===== config.mk =====
export PLATFORM = sky130hd
export DESIGN_NAME = emu_host_sequencer
export DESIGN_NICKNAME = d
export VERILOG_FILES = /design/src/rtl/emu_host_sequencer.sv
export SDC_FILE = /design/constraint.sdc
export NUM_CORES = 1
export LEC_CHECK = 0
export CAP_MARGIN = 40
export CORE_UTILIZATION = 30
export CTS_CLUSTER_SIZE = 16
export DETAILED_ROUTE_END_ITERATION = 16
export PLACE_DENSITY = 0.55
export REMOVE_ABC_BUFFERS = 1
export SETUP_SLACK_MARGIN = 0.5
export SYNTH_ARGS = -nofsm -noshare
export SYNTH_HDL_FRONTEND = slang
export SYNTH_SLANG_ARGS = --single-unit

===== constraint.sdc =====
create_clock -name clock -period 5.6 [get_ports clock]
set_input_delay 1.68 -clock clock [delete_from_list [all_inputs] [get_ports clock]]
set_output_delay 1.68 -clock clock [all_outputs]
set_load 0.1 [all_outputs]

===== src/rtl/emu_host_sequencer.sv =====
// emu_host_sequencer
// Bridges host wire-in/wire-out toggle transfers onto the emulator's three
// valid/ready channels (instructions, io input, io output) and sequences the
// emulator through IDLE -> LOAD -> RUN, with DRAIN used to finish any
// outstanding beat before a restart.
// Optional macro HOST_CDC_SYNC_EN: start, host_insn_tog, host_in_tog and
// host_out_ack pass through 2-flop synchronisers before use.
module emu_host_sequencer #(
    parameter int unsigned WORD_W     = 16,
    parameter int unsigned INSN_WORDS = 3,
    parameter int unsigned STEP_W     = 16,
    parameter int unsigned PROC_W     = 4,
    parameter int unsigned CNT_W      = STEP_W + PROC_W
) (
    input  logic                         clock,
    input  logic                         reset,
    input  logic [STEP_W-1:0]            cfg_host_steps,
    input  logic [PROC_W-1:0]            cfg_used_procs,
    input  logic                         start,
    input  logic [WORD_W*INSN_WORDS-1:0] host_insn_bits,
    input  logic                         host_insn_tog,
    output logic                         host_insn_ack,
    input  logic [WORD_W-1:0]            host_in_bits,
    input  logic                         host_in_tog,
    output logic                         host_in_ack,
    output logic [WORD_W-1:0]            host_out_bits,
    output logic                         host_out_tog,
    input  logic                         host_out_ack,
    output logic                         emu_insns_valid,
    input  logic                         emu_insns_ready,
    output logic [WORD_W*INSN_WORDS-1:0] emu_insns_bits,
    output logic                         emu_in_valid,
    input  logic                         emu_in_ready,
    output logic [WORD_W-1:0]            emu_in_bits,
    input  logic                         emu_out_valid,
    output logic                         emu_out_ready,
    input  logic [WORD_W-1:0]            emu_out_bits,
    output logic [1:0]                   phase,
    output logic [CNT_W-1:0]             insn_count,
    output logic [2:0]                   err
);

    typedef enum logic [1:0] {
        S_IDLE  = 2'd0,
        S_LOAD  = 2'd1,
        S_RUN   = 2'd2,
        S_DRAIN = 2'd3
    } state_t;

    state_t                         r_state;
    state_t                         w_state_nxt;

    // host control levels as seen in the clock domain
    logic                           w_start_s;
    logic                           w_insn_tog_s;
    logic                           w_in_tog_s;
    logic                           w_out_ack_s;

    logic                           r_start_q;
    logic                           w_start_edge;

    logic [CNT_W-1:0]               w_total;
    logic [CNT_W-1:0]               w_total_cur;
    logic [CNT_W-1:0]               r_total;
    logic [CNT_W-1:0]               r_insn_count;
    logic [CNT_W-1:0]               w_count_inc;
    logic                           w_count_clr;
    logic                           w_err0_set;

    logic                           r_insn_valid;
    logic [WORD_W*INSN_WORDS-1:0]   r_insn_bits;
    logic                           r_insn_ack;
    logic                           w_insn_pend;
    logic                           w_insn_capture;
    logic                           w_insn_fire;

    logic                           r_in_valid;
    logic [WORD_W-1:0]              r_in_bits;
    logic                           r_in_ack;
    logic                           w_in_pend;
    logic                           w_in_capture;
    logic                           w_in_fire;

    logic [WORD_W-1:0]              r_out_bits;
    logic                           r_out_tog;
    logic                           w_out_ready;
    logic                           w_out_fire;

    logic                           w_drained;
    logic [2:0]                     r_err;

`ifdef HOST_CDC_SYNC_EN
    logic [3:0]                     r_sync1;
    logic [3:0]                     r_sync2;

    // two-flop synchronisers for the host control levels (payloads are not
    // synchronised: the host holds them stable before it toggles)
    always_ff @(posedge clock or negedge reset) begin
        if (!reset) begin
            r_sync1 <= '0;
            r_sync2 <= '0;
        end else begin
            r_sync1 <= {host_out_ack, host_in_tog, host_insn_tog, start};
            r_sync2 <= r_sync1;
        end
    end

    assign w_start_s    = r_sync2[0];
    assign w_insn_tog_s = r_sync2[1];
    assign w_in_tog_s   = r_sync2[2];
    assign w_out_ack_s  = r_sync2[3];
`else
    assign w_start_s    = start;
    assign w_insn_tog_s = host_insn_tog;
    assign w_in_tog_s   = host_in_tog;
    assign w_out_ack_s  = host_out_ack;
`endif

    // previous start level for rising-edge detection
    always_ff @(posedge clock or negedge reset) begin
        if (!reset) begin
            r_start_q <= 1'b0;
        end else begin
            r_start_q <= w_start_s;
        end
    end

    assign w_start_edge = w_start_s & ~r_start_q;

    // full-width product so large step*proc counts never wrap
    assign w_total     = CNT_W'(cfg_host_steps) * CNT_W'(cfg_used_procs);
    // a start edge in the same cycle as the end of a drain uses the new total
    assign w_total_cur = w_start_edge ? w_total : r_total;

    // program length, re-latched on every start edge
    always_ff @(posedge clock or negedge reset) begin
        if (!reset) begin
            r_total <= '0;
        end else if (w_start_edge) begin
            r_total <= w_total;
        end
    end

    // a pending transfer is a host toggle not yet answered by our ack
    assign w_insn_pend    = w_insn_tog_s ^ r_insn_ack;
    assign w_in_pend      = w_in_tog_s ^ r_in_ack;

    assign w_insn_capture = (r_state == S_LOAD) & w_insn_pend & ~r_insn_valid;
    assign w_in_capture   = (r_state == S_RUN) & w_in_pend & ~r_in_valid;
    assign w_insn_fire    = r_insn_valid & emu_insns_ready;
    assign w_in_fire      = r_in_valid & emu_in_ready;

    // holding register is empty when our tog matches the host's ack
    assign w_out_ready    = (r_state == S_RUN) & (r_out_tog == w_out_ack_s);
    assign w_out_fire     = emu_out_valid & w_out_ready;

    assign w_count_inc    = r_insn_count + CNT_W'(1);
    // a beat completing this edge counts as already drained
    assign w_drained      = (~r_insn_valid | w_insn_fire) & (~r_in_valid | w_in_fire);

    // phase register
    always_ff @(posedge clock or negedge reset) begin
        if (!reset) begin
            r_state <= S_IDLE;
        end else begin
            r_state <= w_state_nxt;
        end
    end

    // next phase, counter clear and zero-length error decision
    always_comb begin
        w_state_nxt = r_state;
        w_count_clr = 1'b0;
        w_err0_set  = 1'b0;
        case (r_state)
            S_IDLE: begin
                if (w_start_edge) begin
                    if (w_total == '0) begin
                        w_err0_set = 1'b1;
                    end else begin
                        w_state_nxt = S_LOAD;
                        w_count_clr = 1'b1;
                    end
                end
            end
            S_LOAD: begin
                if (w_start_edge) begin
                    w_state_nxt = S_DRAIN;
                end else if (w_insn_fire && (w_count_inc == r_total)) begin
                    w_state_nxt = S_RUN;
                end
            end
            S_RUN: begin
                if (w_start_edge) begin
                    w_state_nxt = S_DRAIN;
                end
            end
            S_DRAIN: begin
                if (w_drained) begin
                    if (w_total_cur == '0) begin
                        w_state_nxt = S_IDLE;
                        w_err0_set  = 1'b1;
                    end else begin
                        w_state_nxt = S_LOAD;
                        w_count_clr = 1'b1;
                    end
                end
            end
            default: begin
                w_state_nxt = S_IDLE;
            end
        endcase
    end

    // instructions accepted during the current load
    always_ff @(posedge clock or negedge reset) begin
        if (!reset) begin
            r_insn_count <= '0;
        end else if (w_count_clr) begin
            r_insn_count <= '0;
        end else if (w_insn_fire) begin
            r_insn_count <= w_count_inc;
        end
    end

    // instruction channel: single beat per host toggle, held until ready
    always_ff @(posedge clock or negedge reset) begin
        if (!reset) begin
            r_insn_valid <= 1'b0;
            r_insn_bits  <= '0;
            r_insn_ack   <= 1'b0;
        end else if (w_insn_fire) begin
            r_insn_valid <= 1'b0;
            r_insn_ack   <= ~r_insn_ack;
        end else if (w_insn_capture) begin
            r_insn_valid <= 1'b1;
            r_insn_bits  <= host_insn_bits;
        end
    end

    // io input channel: same single-beat rule, open only in RUN
    always_ff @(posedge clock or negedge reset) begin
        if (!reset) begin
            r_in_valid <= 1'b0;
            r_in_bits  <= '0;
            r_in_ack   <= 1'b0;
        end else if (w_in_fire) begin
            r_in_valid <= 1'b0;
            r_in_ack   <= ~r_in_ack;
        end else if (w_in_capture) begin
            r_in_valid <= 1'b1;
            r_in_bits  <= host_in_bits;
        end
    end

    // io output holding register: filled only when the host has read it
    always_ff @(posedge clock or negedge reset) begin
        if (!reset) begin
            r_out_bits <= '0;
            r_out_tog  <= 1'b0;
        end else if (w_out_fire) begin
            r_out_bits <= emu_out_bits;
            r_out_tog  <= ~r_out_tog;
        end
    end

    // sticky protocol errors; a toggle already being served is not an error
    always_ff @(posedge clock or negedge reset) begin
        if (!reset) begin
            r_err <= '0;
        end else begin
            if (w_err0_set) begin
                r_err[0] <= 1'b1;
            end
            if (w_insn_pend && !r_insn_valid && (r_state != S_LOAD)) begin
                r_err[1] <= 1'b1;
            end
            if (w_in_pend && !r_in_valid && (r_state != S_RUN)) begin
                r_err[2] <= 1'b1;
            end
        end
    end

    assign host_insn_ack   = r_insn_ack;
    assign host_in_ack     = r_in_ack;
    assign host_out_bits   = r_out_bits;
    assign host_out_tog    = r_out_tog;
    assign emu_insns_valid = r_insn_valid;
    assign emu_insns_bits  = r_insn_bits;
    assign emu_in_valid    = r_in_valid;
    assign emu_in_bits     = r_in_bits;
    assign emu_out_ready   = w_out_ready;
    assign phase           = r_state;
    assign insn_count      = r_insn_count;
    assign err             = r_err;

endmodule


== Word level (Yosys, flattened, before mapping) ==
Cells that the tools add are included.
Word-level totals
  register bits after elaboration: 131
  output and inout port bits: 111
  word-level logic and storage cells: 92
Cells by class
  $add $sub $neg: 1
  multiply operators: 1
  equal/unequal tests: 12
  multiplexer cells: 25
  bitwise gates (word level): 22
  reductions and logical operators: 16
Operators with widths (count)
  $mux W20: 3
  $logic_not A20 Y1: 2
  $add A20 B1 Y20 const B: 1
  $eq A20 B20 Y1: 1
  $mul A16 B4 Y20: 1
  $mux W1: 13
  $mux W2: 6
  $and A1 B1 Y1: 10
  $ne A2 B2 Y1 const B: 5
  $not A1 Y1: 8
  $pmux W2 S4: 1
  $reduce_bool A2 Y1: 3
  $logic_and A1 B1 Y1: 5
  $reduce_and A5 Y1: 1
  $eq A2 B2 Y1 const B: 2
  $pmux W1 S2: 2
  $reduce_and A2 Y1: 2
  $ne A3 B2 Y1 const B: 1
  $eq A2 B1 Y1 const B: 1
  $logic_not A1 Y1: 2
  $logic_not A2 Y1: 1
  $ne A2 B1 Y1 const B: 1
  $or A1 B1 Y1: 2
  $xor A1 B1 Y1: 2
  $eq A1 B1 Y1: 1

== Depth between registers and ports, before layout ==
Gate-level depths: netlist of run 1.
  depth in word-level cells: 8
  gate-level depth with buffers: 17
  mapped depth without buffers: 15

== Worst setup path before layout of run 1 ==
OpenSTA, ideal clock, no wires.
  kind: input port to flip-flop
  start: input port cfg_used_procs[3]
  end: register r_state[1], in the netlist phase[1]
  data arrival time: 5729 ps
  data required time: 5474 ps
  slack: -255 ps
  cell stages on the path: 16
  path buffers: 2
  path through: clkbuf_1 nand2_1 fa_1 inv_1 fa_1 ha_1 clkbuf_1 and3_1 nand3_1 a211oi_1 a21o_1 a311o_1 nand4b_1 nor4_1 a22o_1 mux2_4
On the way
  longest elaborated chain between the ends: 4
RTL lines
  from (decl): line 18  | input logic [PROC_W-1:0] cfg_used_procs,
  $mul A16 B4 Y20: line 131  | assign w_total = CNT_W'(cfg_host_steps) * CNT_W'(cfg_used_procs);
  $logic_not A20 Y1: line 178  | if (w_total == '0) begin
  $ne A2 B2 Y1 (no source line)
  $reduce_and A5 Y1 (no source line)
  to (signal assigned): line 166  | r_state <= w_state_nxt;
  to (decl): line 50  | state_t r_state;
No other way between the ends.
A chain may end at the register's enable or synchronous reset.

== Worst setup path after layout of run 1 ==
  start: input port cfg_host_steps[6]
  end: register r_insn_count[16], in the netlist insn_count[16]
On the way
  longest elaborated chain between the ends: 7
RTL lines
  from (decl): line 17  | input logic [STEP_W-1:0] cfg_host_steps,
  $mul A16 B4 Y20 *: line 131
  $mux W20
  $logic_not A20 Y1: line 200  | if (w_total_cur == '0) begin
  $mux W1: line 200
  $mux W1: line 199  | if (w_drained) begin
  $pmux W1 S2 *: line 175  | case (r_state)
  $mux W20 or $reduce_bool A2 Y1 (tied branches)
  to (signal assigned): line 222  | r_insn_count <= w_count_inc;
  to (decl): line 65  | logic [CNT_W-1:0] r_insn_count;
Mark *: on every way between the ends. The rest lies on a longest branch, timed or not.

==> results of run 1 <==
==> cells in the final DEF (no fill, tap or decap), types with 21 or more instances in the layout <==
master / Yosys / final
xor2_1: 21 / 21
buf_8: 0 / 72
buf_4: 1 / 107
buf_16: 0 / 46
nand2_1: 125 / 107
and2_1: 24 / 23
inv_1: 42 / 40
fa_1: 28 / 26
dfrtp_1: 131 / 131
xnor2_1: 34 / 32
mux2_2: 81 / 81
buf_6: 0 / 25
nor2_1: 42 / 37
clkdlybuf4s50_1: 0 / 201
==> repair_timing <==
| item | CTS | global route |
|---|---|---|
| cloned | 5 | 1 |
| resized for setup | 187 | 23 |
| setup endpoints to repair | 24 | 24 |
| pin swaps | 48 | 14 |
| setup buffers | 32 | 2 |
==> state kept, by name (all words and copies together), names as in the netlist, 2 cells and up <==
name and count:
r_total 20, insn_count 20, emu_insns_bits 48, phase 2, host_out_bits 16, emu_in_bits 16
err 3
==> worst paths after layout <==
path | from | endpoint
max | cfg_host_steps[6] | insn_count[16]
min | err[1] | err[1]
min in group asynchronous | reset | host_out_bits[2]
max in group asynchronous | reset | r_total[11]
max reg2reg | insn_count[0] | phase[1]
min reg2reg | err[1] | err[1]
==> per-layer routing <==
metal  share of wire [%]  GRT usage [%]
met5                   0              0
met3                 3.4           2.85
met2                  51           35.0
met1                  44           23.7
met4                 1.7           5.64
==> cell families after synthesis <==
family / count (synthesis) / share of synthesized area (%)
xor gates and xnor gates: 55 / 5.92
muxes: 85 / 11.8
buffers and inverters: 79 / 3.81
and+or+nand+nor: 293 / 17.6
AOI/OAI and AO/OA: 112 / 9.19
DFF: 131 / 40.3
adders and majority gates: 58 / 11.5
==> power by group through the flow <==
stage	clock, mW	sequential, mW	combinational, mW
2_1_floorplan	0	3.94	1.10
3_3_place_gp	0	1.59	4.76
3_5_place_dp	0	1.63	6.26
4_1_cts	1.08	1.62	6.63
5_1_grt	1.11	1.66	6.90
6_report	1.05	1.61	6.64
==> metrics by stage <==
stage / setup slack (ns) / setup TNS (ns)
after CTS: 0.434 / 0
after floorplan: -0.833 / -38.24
after detailed placement: -0.776 / -17.20
final: 0.394 / 0
after global routing: 0.208 / 0
after global placement: -0.711 / -16.05
==> layout make-up <==
cell class,count,share of cell area [%]
timing repair buffer,466,36.8
inverter,42,1.03
sequential,131,21.5
multi-input combinational,603,34.3
tap,335,2.75
clock buffer,18,2.82
clock inverter,14,0.838
==> worst max-delay path: stages <==
cell and delay [ns]:
dlygate4sd2_1 0.26, buf_4 0.14, nand2_2 0.06, fa_1 0.43, fa_1 0.49, inv_1 0.06, ha_4 0.26, buf_4 0.14
a21oi_4 0.22, o21ai_2 0.09, a21oi_2 0.15, buf_4 0.13, buf_4 0.09, buf_4 0.08, buf_4 0.10, o31ai_4 0.05
xor2_1 0.16, buf_4 0.16, o41ai_4 0.29, buf_6 0.20, buf_16 0.14, nand2_2 0.05, nor2_1 0.10
==> flow_metrics.tcl, run 1 <==
set metrics [dict create \
    placed_cell_area_um2 13600 \
    vias_per_cell 4.73 \
    power.share.clock_pct 11.3 \
    postLayoutCellArea_um2 15200 \
    intPower_mw 4.80 \
    hp-class "flop to flop" \
    comb_power_share_pct 71.4 \
    detail-route-antenna-nets 0 \
    max_slew.worst_pin.slew_ns 0.725 \
    cap_violations 0 \
    power.leakage_nw 6.63 \
    clkSlewWorstSetupHoldPaths_ns 0.06 \
    place_inst 1537 \
    grt_antenna_before_repair 0 \
    synth_most_common_cell "dfrtp_1" \
    cts_inserted_buffers 17 \
    dp.final_hpwl_um 19600 \
    critPathKind "primary input to flop" \
    grt-ovfl-total 0 \
    share_of_flip_flops_with_an_asynchronous_set_or_reset_pct 100 \
    sequential_to_total_area_share_from_yosys_stat_pct 40.3 \
    detail_route.wl_per_cell_um 16.1 \
    i_o_pins 220 \
    drt_iter0_markers 342 \
    max-vdd-ir-drop_uv 338 \
    wl_um 25900 \
    fillCellCount 2122 \
    first_global_vias 8062 \
    ys_types 68 \
    num-nets-final 1428 \
    die_height_um 167 \
    synth_enable_flop_cells 0 \
    layout.cells.non_filler 1609 \
    synth_area_leaders "dfrtp_1, mux2_2, fa_1, nand2_1, ha_1" \
    regArea_um2 3280 \
    cp_max_fo 5 \
    synth-seq-cells 131 \
    synth_ff_type "dfrtp_1" \
    r2r_cells 9 \
    clk_lat_worst_skew_ns 0.41 \
    grt_setup_unrepaired "true" \
    netSwitchingFraction_pct 48.4 \
    cp.required_ns 5.94 \
    holdWs_ns 0.480 \
    report.power.total_mw 9.30 \
    global_route_usage_sum_pct 19.3 \
    netlist.top_cell.by_area "dfrtp_1" \
    outcome "completed" \
    core_region_area_um2 26400 \
    hold-path-cell-count 2 \
    syn_area_per_cell_um2 10.0 \
    place.port_buffers 219 \
    multi_input_comb_area_um2 5220 \
    routed_via_count 7608 \
    drtPass1Iterations 5 \
    synth.top_cell.area_share_pct 40.3 \
    cts-hold-fix-buffers 0 \
    first_pass_grt_wire_length_um 42900 \
    ctsRootBufferMaster "clkbuf_16" \
    tritoncts_clock_tree "built" \
    syn_area_um2 8140 \
    layout_cell_share_with_drive_strength_beyond_1_pct 37.3 \
    timing.fmax_mhz 192 \
    fin_crit_sh_pct 93.0 \
    cts.sinks 131 \
    finalCriticalPeriod_ns 5.21 \
    antenna_cells_inserted 0 \
    timing.final.setup_violations 0 \
    rrSetupSlack_ns 2.17 \
    fp.dieArea_um2 27800 \
    ctsHtreeMaxLevel 4 \
    power-per-cell-area_nw_per_um2 610 \
    post-route-util_pct 57.8 \
    finalWeightedCongestion 0.807 \
    ys_top_cells_by_count "dfrtp_1, nand2_1, mux2_2, inv_1, nor2_1" \
    rows 59 \
    area_growth_syn_to_layout_pct 87.2 \
    relSlewSlack_pct 51.5 \
    cts.path.max_buffers 2 \
    initial_utilization_pct 30.9 \
    category_of_the_worst_setup_path_launch_point "primary input" \
    hold_violations 0 \
    post_synth_inst_count 813 \
    critPathArrivalTime_ns 5.54 \
    power.share.sequential_pct 17.3 \
    switching_power_mw 4.50 \
    timing.final.max_slew_violations 0 \
    die_w_um 167 \
    cp-end-kind "flop" \
    fin_worst_skew_ns 0.0124 \
    yosys_warnings 0 \
    grt_max_degree 70 \
    drc 0 \
]
(Power assumes the default switching activity.)
==> run 2: changes to the inputs <==
Settings changed: CORE_MARGIN set to 3, SLEW_MARGIN set to 20.
==> flow_metrics.tcl, run 2 (synthesis results as in run 1) <==
set metrics [dict create \
    outcome "completed" \
    drt_iter0_markers 365 \
    finalCriticalPeriod_ns 5.26 \
    cts.path.max_buffers 2 \
    place.port_buffers 219 \
    area_growth_syn_to_layout_pct 91.2 \
    category_of_the_worst_setup_path_launch_point "primary input" \
    holdWs_ns 0.473 \
    grt_antenna_before_repair 0 \
    critPathArrivalTime_ns 5.60 \
    timing.fmax_mhz 190 \
    first_global_vias 8017 \
    layout_cell_share_with_drive_strength_beyond_1_pct 38.9 \
    max-vdd-ir-drop_uv 372 \
    antenna_cells_inserted 0 \
    vias_per_cell 4.76 \
    fp.dieArea_um2 29100 \
    num-nets-final 1438 \
    cts.sinks 131 \
    cap_violations 0 \
    die_w_um 171 \
    place_inst 1540 \
    dp.final_hpwl_um 20400 \
    ctsRootBufferMaster "clkbuf_16" \
    timing.final.max_slew_violations 0 \
    r2r_cells 9 \
    min_from "err[2]" \
    clk_lat_worst_skew_ns 0.41 \
    cp_max_fo 5 \
    fin_crit_sh_pct 93.9 \
    fin_worst_skew_ns 0.00828 \
    detail-route-antenna-nets 0 \
    hp-class "flop to flop" \
    core_region_area_um2 26400 \
    routed_via_count 7709 \
    timing.rr.start "insn_count[0]" \
    whs_endpoint "err[2]" \
    layout_commonest_cell "clkdlybuf4s50_1" \
    global_route_usage_sum_pct 17.9 \
    ctsHtreeMaxLevel 4 \
    detail_route.wl_per_cell_um 16.5 \
    initial_utilization_pct 30.9 \
    wl_um 26700 \
    layout.cells.non_filler 1619 \
    drtPass1Iterations 4 \
    hold-path-cell-count 2 \
    largest_register_ff_count 48 \
    drc 0 \
    r2r_end "phase[1]" \
    timing.final.setup_violations 0 \
    grt_max_degree 76 \
    rrSetupSlack_ns 2.19 \
    cts_inserted_buffers 17 \
    die_height_um 171 \
    critPathKind "primary input to flop" \
    power.leakage_nw 6.77 \
    finalWeightedCongestion 0.874 \
    clkSlewWorstSetupHoldPaths_ns 0.05 \
    tritoncts_clock_tree "built" \
    setup.worst_path.start "cfg_used_procs[3]" \
    power-per-cell-area_nw_per_um2 608 \
    relSlewSlack_pct 52.1 \
    cp.required_ns 5.94 \
    hold_violations 0 \
    rows 59 \
    max_slew.worst_pin.slew_ns 0.717 \
    cp-end-kind "flop" \
    grt_setup_unrepaired "true" \
    i_o_pins 220 \
    grt-ovfl-total 0 \
    first_pass_grt_wire_length_um 42100 \
    mostFrequentLayoutCells "clkdlybuf4s50_1, dfrtp_1, buf_4" \
]
[run 2: through the flow]
| step | worst slack, ns | setup TNS, ns | utilization (%) | area (um2) | power, mW |
|---|---|---|---|---|---|
| finish | 0.341 | 0 | 59.1 | 15600 | 9.47 |
| floorplan | -0.833 | -38.24 | - | 7990 | 5.04 |
| global placement | -0.671 | -15.03 | 43.1 | 11400 | 6.36 |
| detailed placement | -0.794 | -17.48 | 51.9 | 13700 | 7.94 |
| global route | 0.119 | 0 | 59.1 | 15600 | 9.86 |
| CTS | 0.417 | 0 | 57.7 | 15200 | 9.39 |
[run 2: timing repair]
item / 4_1_cts / 5_1_grt
setup endpoints to repair: 24 / 23
buffers inserted: 24 / 15
resized for setup: 196 / 50
pin swaps: 67 / 38
gates cloned: 6 / 2
hold buffers: 0 / 0
[run 2: worst max-delay path by stage]
stage,to,cells after the start
global placement,insn_count[19],19
finish,insn_count[2],22
detailed placement,insn_count[16],19
CTS,insn_count[3],20
floorplan,insn_count[18],14
global route,insn_count[17],22
[run 2: per-layer routing]
layer	up-vias	global-route usage, %	share of wire [%]
met1	3725	22.5	43
li1	3751	-	-
met4	0	4.37	1.4
met3	29	2.96	4.6
met5	-	0	0
met2	204	32.1	51
[run 2: final cells by class]
cell class	count	area, um2
Tap cell	335	419
Multi-Input combinational cell	603	5320
Clock inverter	11	151
Clock buffer	21	470
Sequential cell	131	3280
Fill cell	2072	10800
Timing Repair Buffer	476	5760
Inverter	42	158
[run 2: worst max-delay path, stage by stage]
cell	delay, ns
buf_8	0.08
buf_6	0.12
buf_6	0.10
nand2_4	0.04
fa_1	0.48
fa_1	0.50
inv_2	0.05
ha_4	0.28
buf_6	0.11
nand4_1	0.11
buf_6	0.16
a211oi_4	0.32
a21o_1	0.20
a311o_1	0.20
nand4b_1	0.14
buf_4	0.18
o41ai_4	0.32
buf_6	0.18
buf_12	0.10
buf_16	0.11
nand2_1	0.05
nor2_1	0.08
[run 2: where the power goes]
part	total [mW]	internal, mW	leakage, nW	switching, mW
Combinational	6.71	2.89	4.87	3.81
Sequential	1.61	1.33	1.61	0.278
Clock	1.16	0.738	0.292	0.419
